$ cat src/rtl/write_back.sv
// write_back: final pipeline stage; drives the data-memory port, runs the
// multi-cycle load sequence and commits results to the register file.
// Ports: clk/reset (async active-low); execute-side inputs (comb_result_execute,
// dest_execute, flag_result_execute, addr_execute, data_out_execute,
// wen_execute, load_req, load_dest, halt); data memory (mem_addr,
// mem_data_out, mem_wen, mem_ren, mem_data_in); register file (rf_wen,
// rf_waddr, rf_wdata); forwarding (fwd_valid, fwd_dest, fwd_data);
// stall_wb back to upstream; retired_count.
// Optional feature macro: WB_RETIRE_CNT_EN enables the retired_count counter.
module write_back #(
  parameter int A_SIZE       = 10,
  parameter int D_SIZE       = 32,
  parameter int LOAD_LATENCY = 1
) (
  input  logic              clk,
  input  logic              reset,
  input  logic [D_SIZE-1:0] comb_result_execute,
  input  logic [2:0]        dest_execute,
  input  logic              flag_result_execute,
  input  logic [A_SIZE-1:0] addr_execute,
  input  logic [D_SIZE-1:0] data_out_execute,
  input  logic              wen_execute,
  input  logic              load_req,
  input  logic [2:0]        load_dest,
  input  logic              halt,
  input  logic [D_SIZE-1:0] mem_data_in,
  output logic [A_SIZE-1:0] mem_addr,
  output logic [D_SIZE-1:0] mem_data_out,
  output logic              mem_wen,
  output logic              mem_ren,
  output logic              rf_wen,
  output logic [2:0]        rf_waddr,
  output logic [D_SIZE-1:0] rf_wdata,
  output logic              fwd_valid,
  output logic [2:0]        fwd_dest,
  output logic [D_SIZE-1:0] fwd_data,
  output logic              stall_wb,
  output logic [31:0]       retired_count
);

  typedef enum logic {
    IDLE,
    LOAD_WAIT
  } state_t;

  state_t            state_q, state_d;
  logic [3:0]        cnt_q, cnt_d;
  logic [2:0]        ldst_q, ldst_d;
  logic [A_SIZE-1:0] mem_addr_q, mem_addr_d;
  logic [D_SIZE-1:0] mem_dout_q, mem_dout_d;
  logic              mem_wen_q, mem_wen_d;
  logic              mem_ren_q, mem_ren_d;
  logic              rf_wen_q, rf_wen_d;
  logic [2:0]        rf_waddr_q, rf_waddr_d;
  logic [D_SIZE-1:0] rf_wdata_q, rf_wdata_d;
  logic              fwd_valid_q, fwd_valid_d;
  logic [2:0]        fwd_dest_q, fwd_dest_d;
  logic [D_SIZE-1:0] fwd_data_q, fwd_data_d;

  always_comb begin
    state_d     = state_q;
    cnt_d       = cnt_q;
    ldst_d      = ldst_q;
    mem_addr_d  = mem_addr_q;
    mem_dout_d  = mem_dout_q;
    mem_wen_d   = 1'b0;
    mem_ren_d   = 1'b0;
    rf_wen_d    = 1'b0;
    rf_waddr_d  = rf_waddr_q;
    rf_wdata_d  = rf_wdata_q;
    fwd_valid_d = fwd_valid_q;
    fwd_dest_d  = fwd_dest_q;
    fwd_data_d  = fwd_data_q;
    unique case (state_q)
      IDLE: begin
        // Priority: load > store > commit; losers are dropped.
        if (!halt) begin
          if (load_req) begin
            mem_addr_d = addr_execute;
            mem_ren_d  = 1'b1;
            ldst_d     = load_dest;
            cnt_d      = 4'(LOAD_LATENCY);
            state_d    = LOAD_WAIT;
          end else if (wen_execute) begin
            mem_addr_d = addr_execute;
            mem_dout_d = data_out_execute;
            mem_wen_d  = 1'b1;
          end else if (flag_result_execute) begin
            rf_wen_d    = 1'b1;
            rf_waddr_d  = dest_execute;
            rf_wdata_d  = comb_result_execute;
            fwd_valid_d = 1'b1;
            fwd_dest_d  = dest_execute;
            fwd_data_d  = comb_result_execute;
          end
        end
      end
      LOAD_WAIT: begin
        // Execute inputs and halt are ignored until the load lands.
        if (cnt_q != 4'd0) begin
          cnt_d = cnt_q - 4'd1;
        end else begin
          rf_wen_d    = 1'b1;
          rf_waddr_d  = ldst_q;
          rf_wdata_d  = mem_data_in;
          fwd_valid_d = 1'b1;
          fwd_dest_d  = ldst_q;
          fwd_data_d  = mem_data_in;
          state_d     = IDLE;
        end
      end
      default: state_d = IDLE;
    endcase
  end

  always_ff @(posedge clk or negedge reset) begin
    if (!reset) begin
      state_q     <= IDLE;
      cnt_q       <= '0;
      ldst_q      <= '0;
      mem_addr_q  <= '0;
      mem_dout_q  <= '0;
      mem_wen_q   <= 1'b0;
      mem_ren_q   <= 1'b0;
      rf_wen_q    <= 1'b0;
      rf_waddr_q  <= '0;
      rf_wdata_q  <= '0;
      fwd_valid_q <= 1'b0;
      fwd_dest_q  <= '0;
      fwd_data_q  <= '0;
    end else begin
      state_q     <= state_d;
      cnt_q       <= cnt_d;
      ldst_q      <= ldst_d;
      mem_addr_q  <= mem_addr_d;
      mem_dout_q  <= mem_dout_d;
      mem_wen_q   <= mem_wen_d;
      mem_ren_q   <= mem_ren_d;
      rf_wen_q    <= rf_wen_d;
      rf_waddr_q  <= rf_waddr_d;
      rf_wdata_q  <= rf_wdata_d;
      fwd_valid_q <= fwd_valid_d;
      fwd_dest_q  <= fwd_dest_d;
      fwd_data_q  <= fwd_data_d;
    end
  end

  assign mem_addr     = mem_addr_q;
  assign mem_data_out = mem_dout_q;
  assign mem_wen      = mem_wen_q;
  assign mem_ren      = mem_ren_q;
  assign rf_wen       = rf_wen_q;
  assign rf_waddr     = rf_waddr_q;
  assign rf_wdata     = rf_wdata_q;
  assign fwd_valid    = fwd_valid_q;
  assign fwd_dest     = fwd_dest_q;
  assign fwd_data     = fwd_data_q;
  assign stall_wb     = (state_q == LOAD_WAIT);

`ifdef WB_RETIRE_CNT_EN
  logic [31:0] ret_q, ret_d;

  // Counted on the same edge the pulse is raised; halt already
  // blocks new pulses except a finishing load.
  always_comb begin
    ret_d = ret_q;
    if (rf_wen_d || mem_wen_d) ret_d = ret_q + 32'd1;
  end

  always_ff @(posedge clk or negedge reset) begin
    if (!reset) ret_q <= '0;
    else        ret_q <= ret_d;
  end

  assign retired_count = ret_q;
`else
  assign retired_count = '0;
`endif

endmodule

$ cat config.mk
export PLATFORM = sky130hd
export DESIGN_NAME = write_back
export DESIGN_NICKNAME = d
export VERILOG_FILES = /design/src/rtl/write_back.sv
export SDC_FILE = /design/constraint.sdc
export NUM_CORES = 1
export LEC_CHECK = 0
export ABC_AREA = 0
export BUFFER_PORTS_ARGS = -buffer_cell sky130_fd_sc_hd__clkbuf_2
export CAP_MARGIN = 5
export CORE_MARGIN = 2
export CORE_UTILIZATION = 42
export CTS_CLUSTER_SIZE = 10
export DETAILED_ROUTE_END_ITERATION = 8
export GPL_ROUTABILITY_DRIVEN = 0
export PLACE_DENSITY = 0.83
export SLEW_MARGIN = 15
export SYNTH_ARGS = -nofsm -noshare
export SYNTH_HDL_FRONTEND = slang
export SYNTH_SLANG_ARGS = --single-unit
$ cat constraint.sdc
create_clock -name clk -period 3.9 [get_ports clk]
set_clock_uncertainty 0.2 [all_clocks]
set_input_delay 0.78 -clock clk [delete_from_list [all_inputs] [get_ports clk]]
set_output_delay 0.78 -clock clk [all_outputs]
set_load 0.05 [all_outputs]
**Word-level counts from Yosys, hierarchy flattened**

Index checks and enable logic that the tools add are counted.

- Bits in read-only memories: 0
- Memory bits (writable): 0
- Bits in latches: 0
- Bits in registers: 89
- Logic and storage cells: 68
- Output and inout port bits: 149
- Input port bits: 118
- Memories kept: 0

- Add/subtract/negate cells: 1
- Order comparisons: 0
- Shift operators: 0
- Div/mod/pow operators: 0
- Reductions and logical operators: 7
- Mux-type cells: 39
- Bitwise gates (word level): 3
- Multiply operators: 0
- Equal/unequal tests: 7

Operators by type and width:

| operator | number |
|---|---|
| $mux W32 | 5 |
| $pmux W32 S2 | 1 |
| $mux W10 | 2 |
| $mux W1 | 18 |
| $mux W3 | 5 |
| $mux W4 | 3 |
| $ne A2 B2 Y1 const B | 6 |
| $reduce_and A3 Y1 | 3 |
| $pmux W4 S2 | 1 |
| $pmux W1 S2 | 3 |
| $pmux W3 S2 | 1 |
| $reduce_and A5 Y1 | 1 |
| $reduce_and A4 Y1 | 1 |
| $reduce_bool A4 Y1 | 1 |
| $sub A4 B1 Y4 const B | 1 |
| $not A1 Y1 | 3 |
| $ne A2 B1 Y1 const B | 1 |
| $reduce_bool A2 Y1 | 1 |

**Longest topological paths before layout**

- Depth in word-level cells: 5
- Gate-level depth with buffers: 7

**Worst setup path after synthesis**

Ideal clock, no wire load.

- Kind: input port to flip-flop
- From: input port halt
- To: register mem_dout_q[22] (netlist: mem_data_out[22])
- Required time: 3,575 ps
- Stages: 3
- Arrival: 1,703 ps
- Setup slack: 1,872 ps
- Setup time: 125 ps
- Buffers on the path: 1
- Cells stage by stage: nor4b_4 > buf_4 > mux2_2

- Cells in the longest elaborated chain, start to end: 2

RTL lines:

| what | line | text |
|---|---|---|
| start, declared | 25 | `input logic halt,` |
| $not A1 Y1 (no source line) | n/a |  |
| $reduce_and A4 Y1 (no source line) | n/a |  |
| end signal, assigned | 136 | `mem_dout_q <= mem_dout_d;` |
| end, declared | 50 | `logic [D_SIZE-1:0] mem_dout_q, mem_dout_d;` |

Every way passes these cells.
A chain may end at the register's enable or synchronous reset.

**Worst setup path in the final report**

- From: register state_q (netlist: stall_wb)
- To: output port stall_wb

RTL lines:

| what | line | text |
|---|---|---|
| start, declared | 46 | `state_t state_q, state_d;` |
| start signal, assigned | 132 | `state_q <= state_d;` |
| end, declared | 37 | `output logic stall_wb,` |

No word-level cell between the ends.

==> results by group <==
Clock network
  – Maximum clock path buffer count: 2
  – CTS tree: yes
  – PostCTS Resize Cnt: 0
  – Clock latency on the worst-skew pair: 350 ps
  – Clk slew on worst S/H paths: 100 ps
  – Root Buffer: clkbuf_8
  – Clock Sinks: 89
  – Setup repair bufs after CTS: 0
  – H-tree Lvls: 3
  – TritonCTS buffer count: 9
  – Hold buffer count at CTS: 0

STA
  – Final hold vios: 0
  – TNS Setup: 0 ps
  – Maximum clock frequency: 422.7 MHz
  – Final cycle utilization of the critical path: 60.67%
  – Post-layout min period: 2366 ps
  – Max-slew headroom: 44.89%
  – Worst Max-Slew Pin Slew: 826.6 ps
  – Final setup fails: 0
  – Fin. max-slew vios: 0
  – RSZ-0062 raised after global routing: false

Yosys
  – Yosys reg bits: 89
  – Dominant cell type by area after synthesis: dfrtp_1
  – Sequential fraction of the synthesis area: 52.88%
  – Ys Warns: 0
  – Top cell type's share of synthesized area: 52.88%
  – Area of the mapped netlist: 4212 µm²
  – Mapped Cells: 321
  – Netlist cell types: 31
  – Ranking of synthesized cells by area: dfrtp_1 (53%), buf_4 (13%), mux2_1 (8.0%)
  – Predominant post-synthesis flop cell: dfrtp_1
  – EDFF count, synth: 0
  – Syn Area/Cell: 13.12 µm²
  – Asr flop ratio synth: 100.0%

Critical path
  – R2R depth: 3
  – R2R setup slack: 1630 ps
  – CP cell instances: clkbuf_2
  – Worst reg2reg endpoint: fwd_data[3]
  – Crit path kind: reg2out
  – Crit path from: stall_wb
  – Slowest CP cell: dfrtp_1
  – Number of buffers and inverters on the critical path: 1
  – CP Capture Type: output pin
  – Delay of the slowest critical-path stage: 660 ps
  – Reg-to-Reg Start: stall_wb
  – Crit path max-delay family: flip-flops
  – Req. time, crit path: 2920 ps
  – CP startpoint kind: flip-flop
  – CP Max Fanout: 14
  – Critical Path AT: 1390 ps

Routing
  – DRC: 0
  – DR iter-0 viols: 231
  – Via Count: 3149
  – Initial DRT Pass Iterations: 7
  – Vias per cell: 4.800
  – Routed WL: 10.41 mm
  – WL per Instance: 15.87 µm
  – Final ANT Viol Nets: 0

Worst hold path
  – Worst hold path type: in2async

GRT
  – Total grt overflow: 0
  – Largest net degree at the start of global routing: 90
  – Met2 Use GR: 35.53%
  – Met1 GRT Util: 22.59%
  – All-layer global routing usage: 19.34%
  – First-pass GRT wire length: 16.75 mm
  – Initial antenna violation count: 1
  – Met3 Use GR: 4.135%
  – Grt peak-use layer: met2
  – Vias in the first global route: 3246

Floorplan
  – Core area: 9774 µm²
  – Die Y: 104.1 µm
  – Die Wd: 104.1 µm
  – Cell Rows: 36
  – Initial Utilization: 43.09%
  – IO Pins: 267
  – Die area: 10840 µm²

Finish
  – Final nets: 638
  – Non-Filler Instances: 656
  – Share of cells above drive strength 1: 59.85%
  – Area delta synth->final: 24.75%
  – Fill cells: 852
  – Register area: 2227 µm²
  – Fin util: 53.75%
  – ANT cells: 0
  – Area of the multi-input gates: 1484 µm²

Place
  – Port bufs: 234
  – DP Cell Count: 640
  – DP HPWL: 7.977 mm

Run
  – Maxcap violations: 0

Run status
  – Outcome: finished, final reports clean
## cells in the mapped netlist (all sizes together), types with 2 or more instances
| cell | number |
|---|---|
| clkbuf | 3 |
| ha | 2 |
| inv | 2 |
| o221a | 35 |
| nand2 | 6 |
| buf | 79 |
| dfrtp | 89 |
| or2 | 36 |
| mux2i | 3 |
| mux2 | 45 |
| nand2b | 2 |
| nor2b | 2 |
| a21oi | 2 |
| nor2 | 3 |
## placed cells by master, fill, tap and decap left out, types with 2 or more instances in the layout
cell      instances
a21oi_1           2
buf_4             3
clkbuf_2        233
clkbuf_8          9
clkinv_2          4
conb_1           32
dfrtp_1          89
ha_1              2
inv_1             2
inv_6             2
mux2_1           30
mux2_2           15
mux2i_1           3
nand2_1           6
nand2b_1          2
nor2_1            3
nor2b_1           2
o221a_1          30
o221a_2           5
or2_2            35
## worst max-delay path by stage
stage	endpoint	cells after the start
6_report	stall_wb	1
5_1_grt	stall_wb	1
4_1_cts	stall_wb	1
3_5_place_dp	fwd_data[12]	4
2_1_floorplan	mem_data_out[22]	3
3_3_place_gp	fwd_data[2]	4
## logic make-up after synthesis
group                      count (synthesis)  synth area share, %
DFF                                       89                52.88
AOI/OAI and AO/OA                         42                10.55
buffers and inverters                     84                14.65
adders and majority gates                  2               0.5941
other                                      1              0.08904
and+or+nand+nor                           55                8.497
muxes                                     48                12.74
## cell type report
cell class              count  area share [%]
multi-input cells         179           28.24
flip-flops and latches     89           42.39
repair buffers            237           22.84
inverters                   2          0.1429
clock inverters             7          0.8573
clock buffers               9           2.358
well taps                 133           3.167
## sequential cells by signal, indices dropped and copies added (netlist names)
register      cells
fwd_valid         1
cnt_q             4
stall_wb          1
mem_wen           1
mem_ren           1
ldst_q            3
fwd_data         32
mem_addr         10
mem_data_out     32
fwd_dest          3
rf_wen            1
## per-stage QoR
step                      setup slack [ps]  hold WS [ps]  area (µm²)
after floorplan                       1872         269.2        4328
final                                 1534         284.1        5254
after global placement                1441         250.7        5081
after detailed placement              1333         276.0        5081
after global routing                  1405         309.0        5254
after CTS                             1512         297.0        5250
## routing by layer
metal	part of all wire, %	vias to the layer above
met5	0.12	-
met4	1.4	2
met3	5.5	11
met2	54	140
met1	39	1575
li1	-	1421
Power is not shown: default switching activity piles up to over one toggle a cycle in this logic, so the estimate is an artifact.
